## src/rtl/cla8_mp_sequencer.sv

```systemverilog
// Multi-precision add/subtract sequencer: feeds one shared cla8 a byte per clock,
// LSB first, rippling the carry through a register and assembling the wide result.
`timescale 1ns/1ps
module cla8_mp_sequencer #(
  parameter int NBYTES = 4,
  localparam int W  = 8 * NBYTES,
  localparam int IW = (NBYTES > 1) ? $clog2(NBYTES) : 1
) (
  input  logic         clk,
  input  logic         rst_n,
  input  logic         start,
  input  logic         op_sub,
  input  logic [W-1:0] a,
  input  logic [W-1:0] b,
  output logic         busy,
  output logic         done,
  output logic [W-1:0] result,
  output logic         cout,
  output logic         ovf,
  output logic [7:0]   add_a,
  output logic [7:0]   add_b,
  output logic         add_ci,
  input  logic [7:0]   add_s,
  input  logic [7:0]   add_carry
);

  typedef enum logic [1:0] {IDLE, RUN, DONE} state_t;

  state_t        state_q;
  logic [IW-1:0] idx_q;
  logic [W-1:0]  a_q, b_q, result_q;
  logic          c_q, cout_q, ovf_q;
  logic          last_byte;
  logic          carry_unused;

  assign last_byte    = (idx_q == IW'(NBYTES - 1));
  // Only the top two carries matter: byte carry-out and the carry into the sign bit.
  assign carry_unused = ^add_carry[5:0];

  always_ff @(posedge clk) begin
    if (!rst_n) begin
      state_q  <= IDLE;
      idx_q    <= '0;
      a_q      <= '0;
      b_q      <= '0;
      c_q      <= 1'b0;
      result_q <= '0;
      cout_q   <= 1'b0;
      ovf_q    <= 1'b0;
    end else begin
      case (state_q)
        IDLE: if (start) begin
          // Subtraction is A + ~B + 1: invert B once here, seed the carry with 1.
          a_q      <= a;
          b_q      <= op_sub ? ~b : b;
          c_q      <= op_sub;
          idx_q    <= '0;
          result_q <= '0;
          cout_q   <= 1'b0;
          ovf_q    <= 1'b0;
          state_q  <= RUN;
        end
        RUN: begin
          result_q[8*idx_q +: 8] <= add_s;
          c_q                    <= add_carry[7];
          if (last_byte) begin
            idx_q   <= '0;
            cout_q  <= add_carry[7];
            ovf_q   <= add_carry[7] ^ add_carry[6];
            state_q <= DONE;
          end else begin
            idx_q <= idx_q + 1'b1;
          end
        end
        DONE:    state_q <= IDLE;
        default: state_q <= IDLE;
      endcase
    end
  end

  always_comb begin
    add_a  = '0;
    add_b  = '0;
    add_ci = 1'b0;
    if (state_q == RUN) begin
      add_a  = a_q[8*idx_q +: 8];
      add_b  = b_q[8*idx_q +: 8];
      add_ci = c_q;
    end
  end

  assign busy   = (state_q != IDLE);
  assign done   = (state_q == DONE);
  assign result = result_q;
  assign cout   = cout_q;
  assign ovf    = ovf_q;

endmodule

```

## config.mk

```make
export PLATFORM = sky130hd
export DESIGN_NAME = cla8_mp_sequencer
export DESIGN_NICKNAME = d
export VERILOG_FILES = /design/src/rtl/cla8_mp_sequencer.sv
export SDC_FILE = /design/constraint.sdc
export NUM_CORES = 1
export LEC_CHECK = 0
export ABC_CLOCK_PERIOD_IN_PS = 2700
export BUFFER_PORTS_ARGS = -buffer_cell sky130_fd_sc_hd__buf_4
export CORE_MARGIN = 4
export CORE_UTILIZATION = 50
export CTS_CLUSTER_SIZE = 30
export DETAILED_ROUTE_END_ITERATION = 8
export PLACE_DENSITY = 0.78
export RECOVER_POWER = 100
export SYNTH_ARGS = -nofsm -noshare
export SYNTH_HDL_FRONTEND = slang
export SYNTH_SLANG_ARGS = --single-unit
```

## constraint.sdc

```tcl
create_clock -name clk -period 2.7 [get_ports clk]
set_clock_uncertainty 0.2 [all_clocks]
set_input_delay 0.54 -clock clk [delete_from_list [all_inputs] [get_ports clk]]
set_output_delay 0.54 -clock clk [all_outputs]
set_load 0.005 [all_outputs]
```

==> run summary <==
The endpoint arrival time on the critical path was 1840 ps; the maximum achievable frequency was 387 MHz. The signed area change from the synthesized netlist to the final layout works out to 26.2%. For the net switching component of the power, the log shows 0.800 mW. Standard cell core area: 8850 um^2.

Launch instance of the worst register-to-register path: state_q[0]. The initial antenna violation count is 0, and the setup fix buffers added after clock tree synthesis is 0. After synthesis, the mean cell area works out to 9.34 um^2. After layout, the worst path uses 95.7% of the clock period. Net switching is 25.8% of the power. The flop-to-flop setup slack came out at 260 ps. The cell with the biggest individual delay on the critical path was sky130_fd_sc_hd__mux4_2. The routed design uses 594 um of met3 wire.

Entering global routing, the biggest net connects 66 pins. Summed over all cells, the static leakage comes to 2.60 nW. The share of total power dissipated in sequential elements is 53.2%.

Global routing finished with a remaining overflow of 0. After legalization and detailed placement, the total HPWL measured 7920 um. In the final design database the tool counted 696 nets.

Dividing total power by cell area gives a power density of 532 nW/um^2. The worst setup path is captured at an output pin. The number of cells on the worst reg-to-reg path is 5.

The H-tree depth reported by CTS was 3. The tree is rooted in a sky130_fd_sc_hd__clkbuf_8. The total negative slack for setup checks came out at 0 ps. The commonest cells after synthesis are sky130_fd_sc_hd__nand2_1, sky130_fd_sc_hd__dfxtp_1, sky130_fd_sc_hd__a21boi_0, sky130_fd_sc_hd__o22ai_1. The fraction of synthesis flops using an asynchronous set or reset pin came out at 0%. Library cell with the highest instance count after synthesis: sky130_fd_sc_hd__nand2_1. Of the cells placed in the final design, the portion with a size suffix greater than 1 is 28.0%. In this run the count of I/O pins placed on the die edge is 137. The number of vias per cell came out at 5.35. The reg-to-reg critical path endpoint is b_q[3]. The overall global routing resource usage was 20.1%; the flip-flop and latch count after synthesis was 103. Counting instances, the worst hold path has a depth of 3. The run gives 2.29 mW as the total internal power.

Setup repair after global routing left no endpoint under its margin. The count of instances resized after the clock tree is built was 0; the worst stage delay on the critical path was 550 ps. The category of the critical setup timing path is flop to output pin. Insertion delay of the later-clocked pin in the worst-skew pair: 350 ps. Final hold analysis gives a worst-case slack of 227 ps. For this configuration, the core starts out at a cell density of 52.1%. After detailed routing, the wire length on met1 is 4760 um. Required time of the worst setup path: 1960 ps. Before antenna repair, the detailed router went through 4 iterations. The first routing iteration left 145 violations. The largest area contributor in the netlist was sky130_fd_sc_hd__dfxtp_1.

Yosys mapped the design onto 30 distinct sky130hd cell types. The number of failing setup endpoints in the final timing report is 0, and the number of clock sinks seen by CTS is 103. Cell type with the highest occurrence count on the critical path: sky130_fd_sc_hd__buf_4.

The area share of the largest cell type after synthesis was 44.8%. Once layout is complete, the utilization of the core stands at 65.7%. For the max-slew violation count, the log shows 0.

The post-route minimum period came out at 2580 ps. The flow ran to the end, and the final reports show no timing, DRC or antenna violations. The count of nets left with antenna violations once routing finished came out at 0. The average detailed-routed wire length per instance was 15.3 um. The number of synthesized flops with an enable pin works out to 0. Total die area: 10800 um^2. The cell area that synthesis handed to floorplanning was 4610 um^2. The clock passes through at most 2 buffers. Clock slew at the register clock pins of the worst setup and hold paths: 100 ps.

Worst hold path endpoint: a_q[19]. The number of nets in the synthesized netlist is 583. The die outline height came out at 104 um. STA classifies the critical path startpoint as a flop.

The logs give 115 ps for the setup slack after layout and 0 for the count of max-cap constraint violations. Of all nets on the critical path, the largest fanout is 13. The critical path goes through buf_4, mux4_2, and2_1, buf_4. The first-pass GRT wire length came out at 18000 um. For the pin with the worst max-slew slack, the measured transition is 1150 ps.

The tools report the Yosys warning count as 0. The tools report the sequential fraction of the synthesis area as 44.8%. The dominant register cell in the synthesized netlist is sky130_fd_sc_hd__dfxtp_1. At the placement stage, the worst setup path has a slack of 484 ps. After detailed routing, the number of remaining DRC violations is 0. The die is 104 um wide. The global placement routability congestion is 0.853. Buffers inserted to repair hold after CTS numbered 0.

Buffers placed on the I/O ports in this run total 130. The via count of the first global-routing pass is 3757. TritonCTS built the clock tree.

The share of total power in combinational logic is 16.4%. Final number of hold-violating endpoints: 0. The initialized floorplan defines 34 standard-cell rows. The run gives 11000 um as the final routed wirelength across all metal layers.

Counting the buffers created by CTS gives 9. 0 antenna diodes ended up in the layout. The worst hold-check path type is input port to flop. In the post-synthesis netlist, the biggest area contributors are sky130_fd_sc_hd__dfxtp_1, sky130_fd_sc_hd__nand2_1, sky130_fd_sc_hd__mux4_2. The routed layout has 3844 vias.

The startpoint identified for the worst hold timing path is a[19]. The worst pin sits at a relative slew slack of 23.4%. The worst-case IR drop observed on VDD is 238 uV.

Detailed routing placed a total of 5480 um of wire on met2. The highest layer touched by signal routing is met4. Synthesis produced 493 cells. Of the total power, the clock network draws 30.4%.
==> cell usage in the layout (no fill, tap or decap), drive strengths merged, types with 5 or more instances in the layout <==
cell type / netlist / final
a21boi: 33 / 33
a21oi: 6 / 6
and2: 18 / 18
buf: 17 / 100
clkbuf: 22 / 51
dfxtp: 103 / 103
ha: 6 / 6
inv: 4 / 5
mux4: 16 / 16
nand2: 145 / 145
o211a: 32 / 32
o22ai: 33 / 33
xnor2: 32 / 32
==> metal layers <==
layer  track usage (%)  up-vias
met5                 0        -
met4              6.27        0
met3              4.03       15
met2              34.5      123
met1              25.3     1778
li1                  -     1928
==> power groups by stage <==
stage	Clock, mW	Combinational (mW)	Sequential, mW
after floorplan	0	0.324	1.67
after global placement	0	0.499	1.68
after detailed placement	0	0.513	1.68
after CTS	0.963	0.515	1.65
after global routing	1.02	0.560	1.66
final	0.941	0.507	1.65
==> metrics by stage <==
step / power, mW / instances / instance area [um^2]
after floorplan: 1.99 / 493 / 4610
after global placement: 2.17 / 703 / 5650
after detailed placement: 2.19 / 703 / 5650
after CTS: 3.12 / 718 / 5830
after global routing: 3.23 / 718 / 5810
final: 3.09 / 718 / 5810
==> sequential cells by signal, indices dropped and copies added, names as in the netlist <==
register / flops
idx_q: 2
c_q: 1
result: 32
state_q: 2
a_q: 32
cout: 1
ovf: 1
b_q: 32
==> worst max path at each step <==
stage | slack (ps) | to | start | cells past startpoint
5_1_grt | 2 | add_b[6] | state_q[0] | 4
2_1_floorplan | 450 | result[24] | idx_q[0] | 7
6_report | 120 | add_b[6] | idx_q[0] | 4
3_3_place_gp | 520 | add_b[6] | idx_q[0] | 4
4_1_cts | 80 | add_b[6] | idx_q[0] | 4
3_5_place_dp | 480 | add_b[6] | idx_q[0] | 4
==> layout make-up <==
class / instances / area, um^2
Fill cell: 741 / 3040
Inverter: 4 / 15.0
Timing Repair Buffer: 141 / 1050
Sequential cell: 103 / 2060
Tap cell: 108 / 135
Multi-Input combinational cell: 347 / 2360
Clock inverter: 5 / 58.8
Clock buffer: 10 / 128
==> cell families after synthesis <==
| kind of cell | synth area share [%] |
|---|---|
| muxes | 8.26 |
| AOI/OAI and AO/OA | 18.1 |
| and+or+nand+nor | 16.9 |
| buffers and inverters | 4.07 |
| DFF | 44.8 |
| adders and majority gates | 1.63 |
| xor gates and xnor gates | 6.28 |
==> worst max-delay path, delay by kind of cell, from the launching register on <==
family	cells	cell delay (ps)
buffers and inverters	2	410
muxes	1	550
and+or+nand+nor	1	180
DFF	1	350
Power figures use the tool's default switching activity.
